$ cat src/rtl/branch_predictor_pkg.sv
// Shared types for the branch predictor: BHT counter encoding, BTB entry layout
// and the saturating-counter training function.
package branch_predictor_pkg;

    localparam int PC_W_DEFAULT = 32;
    localparam int BHT_INDEX_W  = 6;
    localparam int BTB_TAG_W    = PC_W_DEFAULT - BHT_INDEX_W - 2;

    typedef enum logic [1:0] {
        STRONG_NT = 2'b00,
        WEAK_NT   = 2'b01,
        WEAK_T    = 2'b10,
        STRONG_T  = 2'b11
    } bht_counter_e;

    typedef struct packed {
        logic                      valid;
        logic [BTB_TAG_W-1:0]      tag;
        logic [PC_W_DEFAULT-1:0]   target;
    } btb_entry_t;

    // Saturating 2-bit counter step toward the resolved direction
    function automatic bht_counter_e bht_train(input bht_counter_e cnt, input logic taken);
        bht_counter_e nxt;
        nxt = cnt;
        case (cnt)
            STRONG_NT: nxt = taken ? WEAK_NT  : STRONG_NT;
            WEAK_NT:   nxt = taken ? WEAK_T   : STRONG_NT;
            WEAK_T:    nxt = taken ? STRONG_T : WEAK_NT;
            STRONG_T:  nxt = taken ? STRONG_T : WEAK_T;
            default:   nxt = WEAK_NT;
        endcase
        return nxt;
    endfunction

endpackage

$ cat src/rtl/branch_target_buffer.sv
// Direct-mapped branch target buffer addressed by word address (PC[PC_W-1:2]).
// Valid bits clear asynchronously on reset; tag/target storage is unreset.
module branch_target_buffer
    import branch_predictor_pkg::*;
#(
    parameter int INDEX_W = BHT_INDEX_W,
    parameter int PC_W    = PC_W_DEFAULT
) (
    input  logic            clk,
    input  logic            rst,
    input  logic [PC_W-3:0] lookup_word,
    output logic            hit,
    output logic [PC_W-1:0] hit_target,
    input  logic            write_en,
    input  logic [PC_W-3:0] write_word,
    input  logic [PC_W-1:0] write_target
);

    localparam int ENTRIES = 1 << INDEX_W;
    localparam int TAG_W   = PC_W - INDEX_W - 2;

    logic [ENTRIES-1:0] valid_reg;
    logic [TAG_W-1:0]   tag_reg    [ENTRIES];
    logic [PC_W-1:0]    target_reg [ENTRIES];

    logic [INDEX_W-1:0] rd_idx;
    logic [INDEX_W-1:0] wr_idx;
    logic [TAG_W-1:0]   rd_tag;
    logic [TAG_W-1:0]   wr_tag;

    assign rd_idx = lookup_word[INDEX_W-1:0];
    assign rd_tag = lookup_word[PC_W-3:INDEX_W];
    assign wr_idx = write_word[INDEX_W-1:0];
    assign wr_tag = write_word[PC_W-3:INDEX_W];

    always_ff @(posedge clk or negedge rst) begin
        if (!rst) begin
            valid_reg <= '0;
        end else if (write_en) begin
            valid_reg[wr_idx] <= 1'b1;
        end
    end

    // An invalid entry never hits, so tag/target need no reset
    always_ff @(posedge clk) begin
        if (write_en) begin
            tag_reg[wr_idx]    <= wr_tag;
            target_reg[wr_idx] <= write_target;
        end
    end

    assign hit        = valid_reg[rd_idx] && (tag_reg[rd_idx] == rd_tag);
    assign hit_target = target_reg[rd_idx];

endmodule

$ cat src/rtl/branch_predictor.sv
// Dynamic branch predictor: direct-mapped BTB plus 2-bit BHT, same-cycle next-PC
// prediction for fetch. Define BRANCH_PREDICTOR_GSHARE_EN to XOR a global history into the BHT index.
module branch_predictor
    import branch_predictor_pkg::*;
#(
    parameter int INDEX_W = BHT_INDEX_W,
    parameter int PC_W    = PC_W_DEFAULT
) (
    input  logic            clk,
    input  logic            rst,
    input  logic [PC_W-1:0] fetchPC,
    input  logic            isBranchPredictMiss,
    output logic            predictTaken,
    output logic [PC_W-1:0] predictedNextPC,
    input  logic            updateValid,
    input  logic [PC_W-1:0] updatePC,
    input  logic            updateTaken,
    input  logic [PC_W-1:0] updateTarget,
    output logic [31:0]     missCount
);

    localparam int ENTRIES = 1 << INDEX_W;

    bht_counter_e       bht_reg [ENTRIES];
    bht_counter_e       bht_rd_cnt;
    logic [INDEX_W-1:0] bht_rd_idx;
    logic [INDEX_W-1:0] bht_wr_idx;
    logic [31:0]        miss_count_reg;
    logic               btb_hit;
    logic [PC_W-1:0]    btb_target;
    logic               unused_update_lsbs;

    assign unused_update_lsbs = ^updatePC[1:0];

    branch_target_buffer #(
        .INDEX_W (INDEX_W),
        .PC_W    (PC_W)
    ) u_btb (
        .clk          (clk),
        .rst          (rst),
        .lookup_word  (fetchPC[PC_W-1:2]),
        .hit          (btb_hit),
        .hit_target   (btb_target),
        .write_en     (updateValid && updateTaken),
        .write_word   (updatePC[PC_W-1:2]),
        .write_target (updateTarget)
    );

`ifdef BRANCH_PREDICTOR_GSHARE_EN
    logic [INDEX_W-1:0] ghr_reg;

    always_ff @(posedge clk or negedge rst) begin
        if (!rst) begin
            ghr_reg <= '0;
        end else if (updateValid) begin
            ghr_reg <= {ghr_reg[INDEX_W-2:0], updateTaken};
        end
    end

    // Write index uses the history before this update shifts it in
    assign bht_rd_idx = fetchPC[INDEX_W+1:2] ^ ghr_reg;
    assign bht_wr_idx = updatePC[INDEX_W+1:2] ^ ghr_reg;
`else
    assign bht_rd_idx = fetchPC[INDEX_W+1:2];
    assign bht_wr_idx = updatePC[INDEX_W+1:2];
`endif

    always_ff @(posedge clk or negedge rst) begin
        if (!rst) begin
            for (int i = 0; i < ENTRIES; i++) begin
                bht_reg[i] <= WEAK_NT;
            end
        end else if (updateValid) begin
            bht_reg[bht_wr_idx] <= bht_train(bht_reg[bht_wr_idx], updateTaken);
        end
    end

    always_ff @(posedge clk or negedge rst) begin
        if (!rst) begin
            miss_count_reg <= '0;
        end else if (isBranchPredictMiss) begin
            miss_count_reg <= miss_count_reg + 32'd1;
        end
    end

    // Lookup reads registered state only, so a same-cycle update is seen next cycle
    assign bht_rd_cnt      = bht_reg[bht_rd_idx];
    assign predictTaken    = btb_hit && bht_rd_cnt[1] && !isBranchPredictMiss;
    assign predictedNextPC = predictTaken ? btb_target : fetchPC + PC_W'(4);
    assign missCount       = miss_count_reg;

endmodule
$ cat config.mk
export PLATFORM = sky130hd
export DESIGN_NAME = branch_predictor
export DESIGN_NICKNAME = d
export VERILOG_FILES = /design/src/rtl/branch_predictor_pkg.sv /design/src/rtl/branch_target_buffer.sv /design/src/rtl/branch_predictor.sv
export SDC_FILE = /design/constraint.sdc
export NUM_CORES = 2
export LEC_CHECK = 0
export BUFFER_PORTS_ARGS = -buffer_cell sky130_fd_sc_hd__buf_2
export CORE_UTILIZATION = 50
export CTS_CLUSTER_DIAMETER = 30
export CTS_CLUSTER_SIZE = 16
export DETAILED_ROUTE_END_ITERATION = 16
export GPL_ROUTABILITY_DRIVEN = 0
export PLACE_DENSITY = 0.65
export SLEW_MARGIN = 20
export SYNTH_ARGS = -nofsm -noshare
export SYNTH_HDL_FRONTEND = slang
export SYNTH_SLANG_ARGS = --single-unit
$ cat constraint.sdc
create_clock -name clk -period 8.2 [get_ports clk]
set_input_delay 0.41 -clock clk [delete_from_list [all_inputs] [get_ports clk]]
set_output_delay 0.41 -clock clk [all_outputs]
set_load 0.05 [all_outputs]
==> reports/qor.yml <==
power_and_ir_drop:
  p_per_area_nw_per_um2: 294
  finalPower_w: 0.0524
  leakagePower_nw: 58.4
  peakVddDrop_v: 0.000238
logic_synthesis:
  synth-async-reset-ratio_pct: 5.88
  synthAdderAreaFrac_pct: 0.0237
  syn_nets: 6720
  synth.area.mux_share_pct: 17.3
  synth_flop_cell: "edfxtp_1"
  synth-edff-count: 3584
  synth_top_family_by_area: "multiplexers"
  syn-cell-area_um2: 148000
  syn_inst: 6617
  synthSimpleGateAreaFrac_pct: 2.18
  ys_warn_count: 0
  synth_compound_area_share_pct: 2.05
  yosysUniqueCellTypes: 78
  ys_seq_area_share_pct: 76.7
  ys_ff_latch: 3808
  avgSynthCellArea_um2: 22.3
  post_synth_xor_area_fraction_pct: 0.475
setup_path:
  end_kind: "output pin"
  reg2reg_depth: 9
  cp_max_fo: 36
  cp-start-kind: "input pin"
  arrival_ns: 5.61
  path_class: "input pin to output pin"
  crit_required_ns: 7.79
placed_design:
  pre_cts_slack_ns: 2.20
  dpl.hpwl_um: 227000
  portBuffers: 163
clock_network:
  cts.reportedPaths.clkPinSlew_ns: 0.05
  htree_levels: 6
  worstSkewPairLatency_ns: 1.03
  ctsHoldBuffers: 8
  clock_path_buffers: 4
  clock_sinks: 3808
  cts_resized: 0
  cts_buffers: 658
  cts-root-buf: "clkbuf_16"
  cts_setup_buffers: 0
  cts_tree: "built"
sta:
  final_hold_viol_count: 0
  rsz0062_at_grt: "no"
  drv_slew: 0
  slew_headroom_pct: 18.2
  tightest_slew_ns: 1.22
  fin_skew_ns: 0.0269
  setup_total_negative_slack_ns: 0
  setup_viol: 0
  fin_crit_ns: 6.02
  maxClockFrequency_mhz: 166
  finalCritPeriodShare_pct: 73.4
  timing.final.ws_setup_ns: 2.18
global_route:
  antenna_found_initial: 44
  grt_pass1_vias: 77800
  grt-ovfl-total: 0
  grt_pass1_wl_um: 611000
  track_usage_pct: 29.7
  grt_max_degree: 126
detailed_routing:
  wl_um: 442000
  antenna_left: 0
  drt_iter0_drc: 11700
  viasPerCell: 6.58
  avgRoutedWirePerCell_um: 37.4
  drc: 12
  vias: 77800
  dr.pass1.iters: 12
floorplanning:
  die_w_um: 545
  die-area_um2: 297000
  die_h_um: 545
  initial_utilization_pct: 50.3
  core_area_um2: 294000
  ios: 166
  num_rows: 199
run_status:
  violations: "DRC"
  status: "finished with violations"
finish:
  mostFrequentLayoutCells: "edfxtp_1, mux4_2, clkbuf_16"
  drive_gt1_share_pct: 36.1
  largest_reg_flops: 2048
  mostFrequentLayoutCell: "edfxtp_1"
  nFillCells: 20100
  syn2layout_area_growth_pct: 20.6
  final_net_count: 7428
  final_util_pct: 60.6
worst_hold_path:
  hold_path_class: "input pin to register"
  holdPathStages: 4
run:
  maxCapViolCount: 0
-- worst max-delay path: stages --
cell and delay, ns:
buf_6 0.45, buf_4 0.70, nor2b_1 0.51, a22oi_1 0.18, a21oi_1 0.59, a211oi_2 0.20
xor2_1 0.17, nand3_1 0.22, nor4_2 0.79, nand4b_4 0.20, buf_4 0.41, mux2_4 0.47
buf_2 0.24
-- through the flow --
| stage | instance area [um2] | hold slack, ns | cells |
|---|---|---|---|
| floorplan | 148000 | 0.114 | 6617 |
| global placement | 154000 | 0.453 | 10600 |
| detailed placement | 154000 | 0.452 | 10600 |
| finish | 178000 | 0.0999 | 11800 |
| CTS | 178000 | 0.0386 | 11800 |
| global route | 178000 | 0.108 | 11800 |
-- final timing paths --
kind / start / end / slack, ns
setup / recovery: fetchPC[6] / predictedNextPC[4] / 2.18
setup reg to reg: bht_reg[27]$_DFFE_PN0P_ / bht_reg[78]$_DFFE_PN1P_ / 4.66
hold reg to reg: u_btb.valid_reg[26]$_DFFE_PN0P_ / u_btb.valid_reg[26]$_DFFE_PN0P_ / 0.46
min in group asynchronous: rst / bht_reg[61]$_DFFE_PN0P_ / 0.55
hold / removal: updatePC[7] / bht_reg[33]$_DFFE_PN0P_ / 0.1
max in group asynchronous: rst / missCount[19]$_DFFE_PN0P_ / 6.20
-- layer usage --
metal / GRT usage, % / up-vias / share of wire (%) / wire [um]
li1: - / 29700 / - / -
met1: 40.4 / 41900 / 37 / 164000
met2: 46.7 / 5223 / 48 / 212000
met3: 6.14 / 957 / 11 / 46500
met4: 13.1 / 18 / 4.5 / 19800
met5: 0 / - / 0.026 / 116
-- cells in the mapped netlist (all sizes together), types with 12 or more instances --
library cell | count | area, um2
edfxtp | 3584 | 108000
mux4 | 1023 | 23000
nand2 | 216 | 811
buf | 212 | 1240
nor2 | 167 | 627
dfrtp | 160 | 4000
clkbuf | 143 | 537
mux2 | 114 | 1390
mux2i | 111 | 1110
a22oi | 100 | 751
o21ai | 92 | 460
nand3 | 71 | 355
or2 | 69 | 432
a21oi | 64 | 320
dfstp | 64 | 1680
xnor2 | 56 | 490
a221oi | 34 | 298
o22ai | 30 | 188
xor2 | 24 | 210
nand4 | 23 | 144
nor2b | 20 | 125
and3 | 18 | 113
and2 | 16 | 100
nand2b | 16 | 100
a31oi | 15 | 93.8
o211ai | 15 | 113
o221ai | 15 | 131
inv | 12 | 45.1
-- report_power, final --
group / total [W] / internal (W) / switching [W]
sequential: 0.0217 / 0.0216 / 0.000125
combinational: 0.00222 / 0.000837 / 0.00139
clock: 0.0285 / 0.0184 / 0.0101
total: 0.0524 / 0.0408 / 0.0116
-- cell type report --
class | count | area, um2 | share of cell area (%)
tap | 3919 | 4900 | 2.75
sequential | 3808 | 113000 | 63.6
timing repair buffer | 403 | 3190 | 1.79
clock buffer | 728 | 17000 | 9.53
multi-input combinational | 2440 | 33000 | 18.6
clock inverter | 499 | 6500 | 3.65
inverter | 14 | 62.6 | 0.0351
antenna | 22 | 55.1 | 0.0309
-- kinds of logic (layout without fill, tap and decap cells) --
group | Yosys count | in the layout
adders and majority gates | 3 | 3
muxes | 1248 | 1248
AOI/OAI and AO/OA | 439 | 439
other | 0 | 22
buffers and inverters | 369 | 1644
xor gates and xnor gates | 80 | 80
DFF | 3808 | 3808
and+or+nand+nor | 670 | 670
Note: power is estimated with default switching activity, not from simulation.
